File: src/rtl/au_arbiter.sv
// rtl/au_arbiter.sv - round-robin arbiter sharing one arithmetic unit among N requesters
// Optional DIV watchdog: define AU_ARB_TIMEOUT_EN.
module au_arbiter #(
  parameter int W   = 24,
  parameter int N   = 4,
  parameter int TMO = 64
) (
  input  logic           clk,
  input  logic           rst,
  input  logic [N-1:0]   req_valid,
  input  logic [2*N-1:0] req_op,
  input  logic [N*W-1:0] req_r,
  input  logic [N*W-1:0] req_s,
  output logic [N-1:0]   req_ready,
  output logic [N-1:0]   rsp_valid,
  output logic [W-1:0]   rsp_data,
  output logic           rsp_err,
  output logic           au_start,
  output logic [W-1:0]   au_R,
  output logic [W-1:0]   au_S,
  output logic [W-1:0]   au_I,
  output logic [1:0]     au_ctl_d,
  input  logic [W-1:0]   au_result_comb,
  input  logic           au_result_comb_valid,
  input  logic [W-1:0]   au_result,
  input  logic           au_done,
  output logic           busy
);
  localparam int PW = (N > 1) ? $clog2(N) : 1;
  localparam logic [1:0] OP_DIV = 2'b11;

  typedef enum logic [1:0] {IDLE, EXEC, WAIT, RESP} state_t;
  state_t state, state_nxt;

  logic [PW-1:0] ptr, g_q, win, cand;
  logic          found;
  logic [1:0]    sel_op, op_q;
  logic [W-1:0]  sel_r, sel_s, r_q, s_q, data_q;
  logic          err_q;
  logic          wd_expire;

  // Scan from ptr upward, wrapping, and take the first pending requester.
  always_comb begin
    win    = '0;
    cand   = '0;
    found  = 1'b0;
    sel_op = '0;
    sel_r  = '0;
    sel_s  = '0;
    for (int k = 0; k < N; k++) begin
      cand = PW'((int'(ptr) + k) % N);
      if (!found && req_valid[cand]) begin
        found = 1'b1;
        win   = cand;
      end
    end
    for (int i = 0; i < N; i++) begin
      if (win == PW'(i)) begin
        sel_op = req_op[2*i +: 2];
        sel_r  = req_r[W*i +: W];
        sel_s  = req_s[W*i +: W];
      end
    end
  end

`ifdef AU_ARB_TIMEOUT_EN
  localparam int CW = $clog2(TMO + 1);
  logic [CW-1:0] wd_cnt;

  always_ff @(posedge clk) begin
    if (rst || state != WAIT) wd_cnt <= '0;
    else                      wd_cnt <= wd_cnt + CW'(1);
  end

  assign wd_expire = (state == WAIT) && (wd_cnt == CW'(TMO - 1));
`else
  // Without the watchdog TMO has no effect; this reduces to constant 0.
  assign wd_expire = (TMO < 0);
`endif

  always_comb begin
    state_nxt = state;
    req_ready = '0;
    rsp_valid = '0;
    au_start  = 1'b0;
    unique case (state)
      IDLE: begin
        if (found) begin
          req_ready[win] = 1'b1;
          state_nxt      = EXEC;
        end
      end
      EXEC: begin
        au_start  = 1'b1;
        state_nxt = (op_q == OP_DIV) ? WAIT : RESP;
      end
      WAIT: begin
        if (au_done || wd_expire) state_nxt = RESP;
      end
      RESP: begin
        rsp_valid[g_q] = 1'b1;
        state_nxt      = IDLE;
      end
      default: state_nxt = IDLE;
    endcase
  end

  always_ff @(posedge clk) begin
    if (rst) begin
      state  <= IDLE;
      ptr    <= '0;
      g_q    <= '0;
      op_q   <= '0;
      r_q    <= '0;
      s_q    <= '0;
      data_q <= '0;
      err_q  <= 1'b0;
    end else begin
      state <= state_nxt;
      case (state)
        IDLE: begin
          if (found) begin
            g_q  <= win;
            op_q <= sel_op;
            r_q  <= sel_r;
            s_q  <= sel_s;
            ptr  <= (win == PW'(N - 1)) ? '0 : win + PW'(1);
          end
        end
        EXEC: begin
          if (op_q != OP_DIV) begin
            data_q <= au_result_comb;
            err_q  <= ~au_result_comb_valid;
          end
        end
        WAIT: begin
          // A real completion wins over a watchdog expiry in the same cycle.
          if (au_done) begin
            data_q <= au_result;
            err_q  <= 1'b0;
          end else if (wd_expire) begin
            data_q <= '0;
            err_q  <= 1'b1;
          end
        end
        default: ;
      endcase
    end
  end

  assign busy     = (state != IDLE);
  assign au_R     = (state == EXEC || state == WAIT) ? r_q : '0;
  assign au_S     = (state == EXEC || state == WAIT) ? s_q : '0;
  assign au_ctl_d = (state == EXEC || state == WAIT) ? op_q : '0;
  assign au_I     = '0;
  assign rsp_data = (state == RESP) ? data_q : '0;
  assign rsp_err  = (state == RESP) && err_q;

endmodule
File: config.mk
export PLATFORM = sky130hd
export DESIGN_NAME = au_arbiter
export DESIGN_NICKNAME = d
export VERILOG_FILES = /design/src/rtl/au_arbiter.sv
export SDC_FILE = /design/constraint.sdc
export NUM_CORES = 1
export LEC_CHECK = 0
export CAP_MARGIN = 20
export CELL_PAD_IN_SITES_DETAIL_PLACEMENT = 0
export CELL_PAD_IN_SITES_GLOBAL_PLACEMENT = 1
export CORE_MARGIN = 1.5
export CORE_UTILIZATION = 28
export DETAILED_ROUTE_END_ITERATION = 10
export GPL_TIMING_DRIVEN = 0
export PLACE_DENSITY_LB_ADDON = 0.1
export RECOVER_POWER = 50
export SYNTH_ARGS = -nofsm -noshare
export SYNTH_HDL_FRONTEND = slang
export SYNTH_SLANG_ARGS = --single-unit
File: constraint.sdc
create_clock -name clk -period 3.27 [get_ports clk]
set_input_delay 0.4905 -clock clk [delete_from_list [all_inputs] [get_ports clk]]
set_output_delay 0.4905 -clock clk [all_outputs]
set_load 0.02 [all_outputs]
After elaboration in Yosys (flattened, before gate mapping):

Cells that the tools add are included.
Widths: inputs -> output; s select.

* flip-flop bits (word level): 81
* input port bits: 256
* output and inout port bits: 109
* word-level logic and storage cells: 100

* $add $sub $neg: 4
* $lt $le $gt $ge: 8
* eq/ne operators: 11
* mux-type cells: 51
* bitwise operators: 1
* reductions and logical operators: 17

Operators by type and width (count)
* $mux 24: 13
* $pmux 24 s2: 1
* $mux 2: 12
* $lt 2x3->1 const B: 6
* $mux 1: 14
* $mux 4: 3
* $eq 2x2->1 const B: 5
* $bmux 1 s2: 4
* $ne 2x2->1 const B: 4
* $pmux 2 s4: 1
* $logic_and 1x1->1: 6
* $add 2x1->2 const B: 2
* $add 2x2->2 const B: 2
* $demux 1 s2: 2
* $eq 2x1->1 const B: 2
* $ge 2x1->1 const B: 2
* $logic_not 2->1: 2
* $reduce_and 2->1: 2
* $reduce_bool 2->1: 2
* $logic_not 1->1: 3
* $reduce_and 3->1: 1
* $pmux 1 s2: 1
* $logic_or 1x1->1: 1
* $not 1->1: 1

Depth between registers and ports, before layout:

Gate-level depths: netlist of run 1.

* depth after elaboration: 18
* mapped depth: 11
* mapped depth without buffers: 9

Worst setup path after synthesis of run 1:

Ideal clock, no wire load.

* kind: input-to-output
* start: in req_valid[1]
* end: out req_ready[3]
* arrival: 1.991 ns
* required time: 2.779 ns
* slack: 0.789 ns
* stages: 7
* buffers on the path: 2
* path through: a2bb2oi_1 o32ai_1 nor3_1 ha_1 clkbuf_1 buf_2 and2_1

* longest elaborated chain between the ends: 18
* elaborated cells on any way between the ends: 29
* classes of those cells: order compare: 2; mux: 20; reduce/logical: 7

RTL lines
* from (decl): RTL line 10 `input logic [N-1:0] req_valid,`
* $bmux 1 s2: RTL line 52 `if (!found && req_valid[cand]) begin`
* $mux 1 (not written as such): RTL line 52
* $mux 1: RTL line 52
* $logic_not 1->1: RTL line 52
* $logic_and 1x1->1: RTL line 52
* $mux 1: RTL line 52
* $logic_not 1->1: RTL line 52
* $logic_and 1x1->1: RTL line 52
* [3 not listed]
* $mux 2 (*): RTL line 52
* via win[0]: RTL line 35 `logic [PW-1:0] ptr, g_q, win, cand;`
* $lt 2x3->1 (not written as such) or $ge 2x1->1 (tied branches): RTL line 89 `req_ready[win] = 1'b1;`
* $logic_and 1x1->1 (not written as such): RTL line 89
* $mux 1 (not written as such): RTL line 89
* $demux 1 s2 (*): RTL line 89
* $mux 4 (*): RTL line 88 `if (found) begin`
* $mux 4 (*): RTL line 86 `unique case (state)`
* to (decl): RTL line 14 `output logic [N-1:0] req_ready,`

Mark *: on every way through the listed nets, which the timed path passes. The rest lies on a longest branch. The select of a mux whose other input is x is not followed.

Worst setup path in the final report of run 1:

* start: in req_valid[2]
* end: out req_ready[1]

The elaborated chain is that of the path after synthesis.

==> results of run 1 <==
[power by group]
part / internal (mW) / switching, mW
logic: 2.47 / 3.20
clock network: 0.756 / 0.461
registers: 1.45 / 0.225
total: 4.68 / 3.89
[state kept, by name, summed over array words and instances, names as in the netlist]
| name | cells |
|---|---|
| ptr | 2 |
| err_q | 1 |
| s_q | 24 |
| r_q | 24 |
| g_q | 2 |
| state | 2 |
| op_q | 2 |
| data_q | 24 |
[per-stage QoR]
stage	worst slack, ns	hold WS (ns)	setup TNS (ns)	util [%]
2_1_floorplan	0.789	0.441	0	-
3_3_place_gp	-0.894	0.457	-14.16	46.8
3_5_place_dp	-0.887	0.464	-13.50	46.8
4_1_cts	-0.00457	0.476	-0.00457	48.8
5_1_grt	0.0184	0.506	0	48.3
6_report	0.0969	0.474	0	48.3
[placed cells by master (no fill, tap or decap), types with 3 or more instances in the layout]
master / instances
clkbuf_1: 46
nor3_2: 25
a211oi_1: 56
nor2_1: 80
buf_4: 31
nand2_1: 5
clkdlybuf4s50_1: 311
conb_1: 24
clkbuf_16: 9
and2_1: 79
buf_12: 3
dlygate4sd2_1: 4
nor3_1: 26
clkbuf_2: 3
a211oi_2: 18
a221oi_1: 50
nand3b_1: 51
mux2i_1: 26
bufinv_16: 3
ha_1: 7
dfxtp_1: 81
a21oi_1: 57
dlygate4sd3_1: 22
inv_1: 56
buf_2: 11
[layer usage]
layer / wire, µm / vias to the layer above / GRT usage, %
li1: - / 3316 / -
met1: 10300 / 3052 / 25.2
met2: 11800 / 250 / 36.9
met3: 1890 / 26 / 5.81
met4: 438 / 2 / 6.34
met5: 13 / - / 0
[cell families after synthesis]
group / after synthesis / share of synthesized area (%)
other: 1 / 0.0629
adder cells (fa/ha/maj): 8 / 1.68
multiplexers: 26 / 4.36
buffers and inverters: 155 / 13.3
flip-flops: 81 / 27.2
AO/OA/AOI/OAI: 191 / 25.3
AND/OR/NAND/NOR: 277 / 28.0
[worst max-delay path, cell delays in order]
cell and delay [ns]:
clkdlybuf4s50_1 0.55, inv_1 0.11, o32ai_4 0.35, nor3_2 0.10, ha_1 0.23, buf_4 0.19, buf_4 0.19, and2_1 0.14
dlygate4sd2_1 0.31
[area by class of cell]
cell class / instances / area (µm²) / area share (%)
Sequential cell: 81 / 1620 / 16.0
Timing Repair Buffer: 341 / 3390 / 33.5
Buffer: 97 / 592 / 5.85
Clock inverter: 7 / 126 / 1.25
Clock buffer: 9 / 225 / 2.23
Multi-Input combinational cell: 526 / 3610 / 35.6
Tap cell: 275 / 344 / 3.40
Inverter: 56 / 210 / 2.08
[repair_timing]
| action | in CTS | in global routing |
|---|---|---|
| setup buffers | 1 | 0 |
| gates resized for setup | 23 | 5 |
| endpoints found under the setup margin | 5 | 4 |
| pin swaps | 2 | 1 |
[how the worst max path moves through the flow]
stage,cells past startpoint,endpoint,slack (ns)
floorplan,7,req_ready[3],0.79
detailed placement,9,req_ready[3],-0.89
global route,9,req_ready[1],0.02
global placement,9,req_ready[3],-0.89
CTS,8,req_ready[2],-0.005
finish,9,req_ready[1],0.1
==> results by group, run 1 <==
Finish
  – Fin cells: around 1400
  – Layout cells sized above 1: between 10% and 20%
  – Fillers: 2157
  – Antenna cell count: 0
  – Nets: between 1000 and 1500
  – Fin area: between 10000 and 15000 µm²
  – Area Growth Syn to Fin: 69.7%

Placement
  – Gpl congestion: a little under 0.8
  – Placed Cells: about 1400
  – Port Buffers: 340
  – Area of placed instances: around 9800 µm²
  – Post-DP HPWL: 19.0 mm

Timing
  – Fin crit share: 97.0%
  – Worst Tran Pin Value: 0.707 ns
  – Worst Skew: between 0.008 and 0.009 ns
  – Final setup vio count: 0
  – Fin crit period: 3.17 ns
  – Unrepaired setup endpoints after global routing: no
  – Final hold vios: 0
  – Slew headroom: between 50% and 60%
  – FMAX: 0.315 GHz
  – Final Slew Violations: 0

Global route
  – GRT Residual Overflow: 0
  – Initial antenna violation count: 1
  – Total track usage: a little over a fifth
  – Largest net degree at the start of global routing: 16
  – First-pass GRT wire length: ~36 mm
  – Vias in the first global route: ~6500

Synthesis
  – Synthesis-stage register bit count: a little over 80
  – Post-Synthesis Cells: roughly 740
  – Synth async-reset ratio: 0%
  – Mean Syn Cell Area: 8.07 µm²
  – Ys flop type: dfxtp_1
  – Synth cell types: 40
  – Top post-synthesis cells by count: 81 x dfxtp_1, 80 x nor2_1, 79 x and2_1
  – Ys Warns: 0
  – Synth Cell Area: between 5000 and 6000 µm²
  – Synth area leaders: dfxtp_1 27%, and2_1 8.3%, a221oi_1 7.3%, nand3b_1 6.4%, a211oi_1 5.9%
  – Top cell type's share of synthesized area: a little over a quarter
  – Synth area leader: dfxtp_1
  – Number of synthesized flops with an enable pin: 0
  – Top-count cell post-synth: dfxtp_1
  – Sequential share of the synthesized area: 27.2%

Worst hold path
  – Hold EP: err_q
  – WHS Path Cells: 2
  – Min-delay src: err_q
  – Class of the worst hold path: reg -> reg

Floorplanning
  – I/O pin count: roughly 370
  – Die Area: approximately 22000 µm²
  – FP Rows: between 50 and 60
  – Die H: around 150 µm
  – Core area: approximately 21000 µm²
  – Die X: roughly 150 µm
  – Initial cell density of the core: between 20% and 30%

Power
  – Peak VDD IR: between 0.0003 and 0.0004 V
  – Pleak: 3.95 nW
  – Pwr dens: 846 nW/µm²
  – Power Total: roughly 8.6 mW

Drt
  – TritonRoute pass-1 iters: 4
  – WL/cell: 17.5 µm
  – Via density: about 4.8
  – Post-DRT Antenna Nets: 0
  – Starting DRT DRC Count: approximately 180
  – Via count: 6646
  – DRT Wirelength: roughly 24 mm
  – # DRC: 0

CTS
  – CTS Buf Count: 9
  – Clock Path Buffers: 2
  – Root Buffer: clkbuf_16
  – # H-tree levels: 3
  – CTS sink cnt: 81
  – Clock latency on the worst-skew pair: 0.35 ns
  – CTS tree: built
  – Hold-fix buffers, CTS: 0
  – Clock-pin slew on the worst setup and hold paths: around 0.070 ns

Worst setup path
  – Worst Path Class, Setup: in -> out
  – Worst-path maximum fanout: 10
  – Worst Setup SP: req_valid[2]
  – Reg-to-reg startpoint: state[0]
  – CP required: roughly 2.8 ns
  – R2R depth: 8
  – CP Launch Type: input pin
  – Arrival @ worst endpoint: around 2.7 ns
  – CP endpoint kind: primary output
  – FF-to-FF setup slack: between 0.4 and 0.5 ns
  – FF-to-FF End: data_q[22]

Flow run
  – Number of max-cap violations: 0

Run status
  – Outcome: finished clean
(Power assumes the default switching activity.)
==> run 2, diff against run 1 <==
--- a/config.mk
+++ b/config.mk
@@ -10,6 +10,7 @@
 export CELL_PAD_IN_SITES_GLOBAL_PLACEMENT = 1
 export CORE_MARGIN = 1.5
 export CORE_UTILIZATION = 28
+export CTS_CLUSTER_DIAMETER = 50
 export DETAILED_ROUTE_END_ITERATION = 10
 export GPL_TIMING_DRIVEN = 0
 export PLACE_DENSITY_LB_ADDON = 0.1
==> results of run 2 <==
The final DEF is identical to that of run 1; final timing and power are the same.
==> run 3, diff against run 2 <==
--- a/config.mk
+++ b/config.mk
@@ -15,6 +15,7 @@
 export GPL_TIMING_DRIVEN = 0
 export PLACE_DENSITY_LB_ADDON = 0.1
 export RECOVER_POWER = 50
+export SETUP_SLACK_MARGIN = 0.15
 export SYNTH_ARGS = -nofsm -noshare
 export SYNTH_HDL_FRONTEND = slang
 export SYNTH_SLANG_ARGS = --single-unit
==> run 3 against run 2 <==
  * Power shrank 0.56%
  * Global-route usage hardly changed
  * Hold slack hardly changed
  * Wire length up 0.34%
  * Clock skew about the same
  * Largest cell class unchanged
  * Critical endpoint unchanged
  * Clock-buffer cell count unchanged
  * Sequential cell count unchanged
  * Critical path type unchanged
  * Setup slack better by 0.14 ns
==> results by group, run 3 (synthesis results as in run 1) <==
CTS
  – Root Buffer: clkbuf_16
  – CTS Buf Count: 9
  – Clock-pin slew on the worst setup and hold paths: 0.07 ns
  – CTS sink cnt: ~80
  – Clock Path Buffers: 2
  – Clock latency on the worst-skew pair: approximately 0.35 ns
  – # H-tree levels: 3
  – CTS tree: built

Timing
  – Fin crit share: 92.6%
  – Unrepaired setup endpoints after global routing: yes
  – Final Slew Violations: 0
  – Slew headroom: a little over half
  – FMAX: approximately 0.33 GHz
  – Worst Tran Pin Value: a little over 0.7 ns
  – Final setup vio count: 0
  – Fin crit period: about 3.0 ns
  – Final hold vios: 0
  – Worst Skew: 0.00891 ns
  – Hold_ws: ~0.47 ns

Placement
  – Gpl congestion: 0.787
  – Port Buffers: 340
  – Post-DP HPWL: 19.0 mm

Drt
  – Via count: approximately 6600
  – Post-DRT Antenna Nets: 0
  – Via density: approximately 4.8
  – # DRC: 0
  – DRT Wirelength: approximately 25 mm
  – Starting DRT DRC Count: about 180
  – WL/cell: ~18 µm
  – TritonRoute pass-1 iters: 6

Power
  – Pwr dens: about 840 nW/µm²
  – Pleak: 3.97 nW
  – Power Total: ~8.5 mW
  – Peak VDD IR: 0.000356 V

Worst setup path
  – Worst-path cell chain: dlygate4sd2_1 > nor4_1 > nor3_2 > ha_1 > buf_4 > buf_4 > and2_1 > dlygate4sd2_1
  – Worst Setup SP: req_valid[0]
  – Arrival @ worst endpoint: about 2.5 ns
  – Reg-to-reg startpoint: state[0]
  – Crit-path max cell delay: ~0.55 ns
  – CP required: roughly 2.8 ns
  – Worst Path Class, Setup: in -> out
  – CP max-delay cell: nor4_1
  – CP Launch Type: input pin
  – Worst-path maximum fanout: 10
  – FF-to-FF setup slack: roughly 0.45 ns
  – CP endpoint kind: primary output

Global route
  – Total track usage: 21.2%
  – Largest net degree at the start of global routing: 16
  – Vias in the first global route: 6552
  – First-pass GRT wire length: between 30 and 40 mm
  – Initial antenna violation count: 1
  – GRT Residual Overflow: 0

Run status
  – Outcome: finished clean

Finish
  – Fillers: 2170
  – Most frequent cells in the layout: 311 x clkdlybuf4s50_1, 81 x dfxtp_1, 80 x nor2_1, 79 x and2_1, 58 x a211oi_1
  – Nets: 1379
  – Antenna cell count: 0
  – Biggest regs: data_q: 24 flops, r_q: 24 flops, s_q: 24 flops
  – Layout cells sized above 1: 11.0%
  – Area Growth Syn to Fin: 69.2%
  – Most common cell after layout, fill and taps aside: clkdlybuf4s50_1

Floorplanning
  – Die H: approximately 150 µm
  – Die X: 149 µm
  – Initial cell density of the core: 28.5%
  – Die Area: around 22000 µm²
  – Core area: around 21000 µm²
  – FP Rows: 53
  – I/O pin count: 365

Worst hold path
  – Min-delay src: err_q
  – Class of the worst hold path: reg -> reg

Flow run
  – Number of max-cap violations: 0
==> run 3: changes by cell type in the layout (fill, tap and decap cells not counted), sizes merged <==
| cell | previous run | this run |
|---|---|---|
| dlygate4sd2 | 4 | 3 |
| dlygate4sd3 | 22 | 21 |
| clkbuf | 61 | 65 |
| dlymetal6s2s | 0 | 1 |
==> run 3: area by class of cell <==
type                       instances  area, µm²  area share (%)
inverter                          56        210            2.08
buffer                            99        588            5.83
sequential                        81       1620            16.1
multi-input combinational        526       3580            35.5
tap                              275        344            3.41
clock inverter                     7        126            1.25
clock buffer                       9        225            2.23
timing repair buffer             342       3400            33.7
==> run 3: what timing repair did <==
action | in CTS | in global routing
resized for setup | 31 | 16
pin swaps | 2 | 0
setup buffers | 2 | 0
endpoints found under the hold margin | 0 | 0
endpoints found under the setup margin | 24 | 33
hold buffers | 0 | 0
==> run 3: metal layers <==
layer / vias to the layer above / GRT usage [%] / routed length (µm)
li1: 3327 / - / -
met3: 24 / 5.81 / 1960
met2: 243 / 37.0 / 11800
met5: - / 0 / 13
met1: 3050 / 25.2 / 10300
met4: 2 / 6.34 / 425
==> run 3: critical path: cells and delay by family <==
| kind | cells | cell delay [ns] |
|---|---|---|
| and+or+nand+nor | 3 | 0.81 |
| buffers and inverters | 4 | 0.98 |
| adders and majority gates | 1 | 0.24 |
==> run 3: path summary, 6_finish.rpt <==
check	endpoint	cells after the start
worst max-delay path	req_ready[1]	8
worst min-delay path	err_q	2
worst max register to register	data_q[20]	8
worst min register to register	err_q	2
==> run 3: power by group <==
group          switching [mW]  internal, mW
logic                    3.19          2.43
registers               0.224          1.45
clock network           0.464         0.756
==> run 3: stage by stage <==
stage,setup WS (ns),cells,area [µm²],setup TNS [ns],util [%]
6_report,0.242,1395,10100,0,48.2
3_3_place_gp,-0.894,1377,9800,-14.16,46.8
2_1_floorplan,0.789,762,6050,0,-
4_1_cts,0.151,1395,10200,0,48.9
5_1_grt,0.0864,1395,10100,0,48.2
3_5_place_dp,-0.887,1377,9800,-13.50,46.8
==> RTL change 1 (flow settings as in run 2) <==
`W`: 24 -> 16.
--- a/src/rtl/au_arbiter.sv
+++ b/src/rtl/au_arbiter.sv
@@ -2,5 +2,5 @@
 // Optional DIV watchdog: define AU_ARB_TIMEOUT_EN.
 module au_arbiter #(
-  parameter int W   = 24,
+  parameter int W   = 16,
   parameter int N   = 4,
   parameter int TMO = 64
Interface: changed (8 resized); port bits go from 365 to 253. The function was not compared with the original's and may differ.
==> RTL change 1 against run 2 <==
Sequential cell count down 24. Power is 36% lower. Synthesized cell count is 29% lower. Worst setup slack improved by 32 ps. Largest cell class unchanged. Design area fell by 31%. Wire length shrank 34%. Highest routed layer unchanged. Fmax grew 1.0%. Synthesized area decreased by 32%. Clock skew fell by 1.2 ps.
==> RTL change 1: results (changes against run 2) <==
Pwr
  • Power Clock: 0.00102 W (-16%)
  • Switching Power: 0.002300 W (-41%)
  • Comb pwr: 0.00322 W (-43%)
  • Peak VDD IR: 0.3133 mV (-12%)
  • Pleak: 2.810 nW (-29%)

Hold path
  • Min-delay src: state[1]
  • Hold Path Stages: 2 (unchanged)
  • Hold path endpoint: state[1]

Cells and area
  • # fillers: 1383 (-36%)
  • Fraction of area in multi-input gates: 35.30% (-0.34 points)
  • Clk cell area share: 4.560% (+1.1 points)
  • Multi-input gates: 376 (-29%)
  • Plain + repair buffers: 301 (-31%)
  • Sequential cell area share: 16.25% (+0.22 points)
  • Share of cells above drive strength 1: 6.962% (-3.8 points)
  • Inverter count: 40 (-29%)
  • Signal buffers share of area: 38.55% (-0.84 points)
  • NumNets Final: 969 (-30%)
  • Biggest regs: data_q x16, r_q x16, s_q x16

Global routing
  • First-pass GRT wire length: 23870 um (-34%)
  • Met1 Use GR: 21.91% (-3.3 points)
  • Met2 Track Usage GR: 36.84% (about the same)
  • Vias in the first global route: 4816 (-26%)
  • Largest net degree at the start of global routing: 20 (+4)

Placed design
  • HPWL after DPL: 12880 um (-32%)
  • Final GP Congestion: 0.8620 (+9.6%)

Timing
  • Slew @ Worst Pin: 681.2 ps (-25.52 ps)
  • Final Skew: 7.690 ps (-1.217 ps)

Drt
  • WL met2: 7745 um (-34%)
  • Initial DRC Count: 140 (-24%)
  • DR WL met3: 1603 um (-15%)
  • Post-Route M1 WL: 6386 um (-38%)
  • Vias/cell: 4.934 (+3.3%)
  • Top Metal Used: met5
  • Post-DR wirelength/cell: 16.66 um (-5.1%)

Clocking
  • Clock sink count: 57 (-30%)
  • TritonCTS buffer count: 9 (unchanged)
  • Clock Path Buffers: 2 (unchanged)
  • Post-CTS sizing: 21 (-8.7%)

Worst setup path
  • Arrival time worst endpoint: 2650 ps (-30 ps)
  • Worst R2R End: data_q[10]
  • Worst path slowest cell: clkdlybuf4s50_1
  • Reg2reg setup slack: 570 ps (+100 ps)

Logic synthesis
  • Post-synthesis sequential area ratio: 27.93% (+0.75 points)
  • Compound-Gate Fraction of Synth Area: 34.36% (+9.0 points)
  • Cell variety after synth: 38 (-5.0%)
  • Ranking of synthesized cells by instance count: a21oi_1, dfxtp_1, and2_1, clkbuf_1, inv_1
  • Post-Synth Adder-Cell Area: 2.450% (+0.77 points)
  • Multiplexer area fraction after synthesis: 4.778% (+0.41 points)
  • Top cells by area, synth: dfxtp_1, a21oi_1, and2_1

Outcome
  • Status: finished clean
-- RTL change 1: changes by cell type after synthesis, sizes merged, moves of 16 or more --
cell and change:
a211oi -57, a221oi -50, inv -16, a221o +34, and2 -23, o21ai +36
buf -25, nor2 -79, nor3 -51, nand3b -17, dfxtp -24, a21oi +65
-- RTL change 1: per-stage QoR --
| stage | std cells | area, um2 | TNS, ps | worst slack (ps) | hold slack (ps) |
|---|---|---|---|---|---|
| after floorplan | 541 | 4141 | 0 | 565.6 | 467.7 |
| after global placement | 957 | 6729 | -3427 | -901.9 | 487.8 |
| after detailed placement | 957 | 6729 | -4329 | -933.2 | 499.1 |
| after CTS | 970 | 7069 | 0 | 12.77 | 506.9 |
| after global routing | 970 | 7024 | 0 | 30.14 | 552.9 |
| final | 970 | 7024 | 0 | 128.9 | 502.5 |
==> RTL change 2 (settings of run 2) <==
Without the edit above. Put a register stage on the output `rsp_err`, cleared by the reset. The value now appears one clock later. The other outputs are not delayed to match.
--- a/src/rtl/au_arbiter.sv
+++ b/src/rtl/au_arbiter.sv
@@ -155,5 +155,11 @@
   assign au_I     = '0;
   assign rsp_data = (state == RESP) ? data_q : '0;
-  assign rsp_err  = (state == RESP) && err_q;
+  always_ff @(posedge clk) begin
+    if (rst) begin
+      rsp_err <= '0;
+    end else begin
+      rsp_err <= (state == RESP) && err_q;
+    end
+  end
 
 endmodule
Formal check against the unedited RTL: not equivalent (a bounded check fails within 4 cycles, from zero or initial values and one cycle with rst high).
==> RTL change 2 against run 2 <==
Via count increased by 0.59%. Die area rose by 2.3%. Wire length grew 2.4%. Fmax decreased by 0.91%. Design area up 0.94%. Global-route usage is 0.27 points higher. Sequential cell count rose by 1. Synthesized cell count is 1.1% higher. Synthesized area increased by 2.4%. Power rose by 0.28%. Worst setup slack worse by 29 ps. Critical endpoint unchanged. Largest cell class unchanged. Largest power group unchanged.
==> RTL change 2: results (changes against run 2) <==
Logic synthesis
  • Ranking of synthesized cells by instance count: a21oi_1, dfxtp_1, and2_1, nor2_1
  • Yosys warning total: 0 (unchanged)
  • Most used DFF post-synth: dfxtp_1
  • Post-synthesis sequential area ratio: 26.88% (-0.31 points)
  • Asr flop ratio synth: 0% (unchanged)
  • Cell variety after synth: 39 (-2.5%)
  • Top cells by area, synth: dfxtp_1, a211oi_2, a21oi_1
  • Syn Inst Count: 747 (+1.1%)

Global routing
  • First-pass GRT wire length: 37220 um (+3.2%)
  • Vias in the first global route: 6772 (+3.7%)
  • GRT Util Overall: 21.42% (+0.27 points)
  • Largest net degree at the start of global routing: 20 (+4)
  • Initial antenna violation count: 1 (unchanged)

Clocking
  • TritonCTS buffer count: 9 (unchanged)
  • Post-CTS Setup Inserts: 0 (-1)
  • Clock-pin slew of the registers on the worst-case setup and hold paths: approximately 60 ps
  • Skew-Pair Late Insertion Delay: 350 ps (about the same)
  • Clock Path Buffers: 2 (unchanged)
  • Root Driver: clkbuf_16

Pwr
  • Pleak: 3.934 nW (-0.45%)
  • Peak VDD IR: 0.3204 mV (-9.9%)

Timing
  • Final Skew: 8.613 ps (-0.2940 ps)
  • Slew margin rel.: 38.72% (-14 points)

Cells and area
  • Biggest regs: data_q x24, r_q x24, s_q x24
  • Share of cells above drive strength 1: 10.60% (-0.15 points)
  • NumNets Final: 1382 (+0.44%)

Hold path
  • HP Class: reg -> reg
  • Min-delay src: err_q

Worst setup path
  • Critical Path Start: req_valid[0]
  • Arrival time worst endpoint: 2710 ps (+30 ps)
  • CP max FO: 19 (+9)
  • Reg2reg start: ptr[1]

Drt
  • Post-DR wirelength/cell: 17.87 um (+1.8%)
  • Initial DRC Count: 226 (+23%)
  • Routed WL: 25000 um (+2.4%)
  • Vias/cell: 4.778 (about the same)

Outcome
  • Status: finished clean

Placed design
  • Pre-CTS setup slack: -992.9 ps (-105.9 ps)
  • IO Port Bufs: 340 (unchanged)
  • Final GP Congestion: 0.7884 (+0.20%)
  • Post-DP Area: 9941 um2 (+1.5%)
  • HPWL after DPL: 19690 um (+3.5%)
RTL change 2: repair_timing:
item                       4_1_cts  5_1_grt
hold buffers                     0        0
resized for setup               20        5
setup endpoints to repair       23        3
RTL change 2: final cells by class:
type / count / area, um2
inverters: 55 / 206.4
diodes: 1 / 2.502
repair buffers: 340 / 3400
clock inverters: 7 / 58.81
flip-flops and latches: 82 / 1642
clock buffers: 9 / 225.2
plain buffers: 99 / 563.0
multi-input cells: 531 / 3775
fillers: 2177 / 11000
well taps: 275 / 344.1
RTL change 2: worst max-delay path: stages:
cell and delay [ps]:
dlygate4sd2_1 390, nand2_1 90, a221o_1 330, nand2_1 140
ha_1 190, clkbuf_4 310, and2_1 170, clkdlybuf4s50_1 590
RTL change 2: metrics by stage:
step | power [W] | util [%]
after floorplan | 0.005658 | -
after global placement | 0.007682 | 46.85
after detailed placement | 0.007701 | 46.85
after CTS | 0.008753 | 48.26
after global routing | 0.009262 | 48.13
final | 0.008590 | 48.14
RTL change 2: kinds of logic after synthesis:
family	Yosys count	synth area share, %
buf+inv	157	12.62
other cells	1	0.06140
simple gates	206	19.73
compound gates	266	34.56
mux	27	4.507
flops	82	26.88
fa+ha+maj	8	1.639
RTL change 2: final timing paths:
check	cells past startpoint	to	slack (ps)
worst min register to register	2	rsp_err	430
worst max register to register	9	r_q[20]	550
worst max-delay path	8	req_ready[1]	70
worst min-delay path	2	rsp_err	430
RTL change 2: power by group:
| part | switching (W) | internal, W |
|---|---|---|
| Combinational | 0.00324 | 0.00258 |
| Clock | 0.000477 | 0.000530 |
| Sequential | 0.000248 | 0.00151 |
RTL change 2: routing by layer:
layer  global-route usage (%)  share of wire, %  vias up
met4                    7.379               1.6        0
li1                         -                 -     3375
met3                    5.788               7.6       21
met1                    24.76                42     3064
met5                        0                 0        -
met2                    37.89                49      225
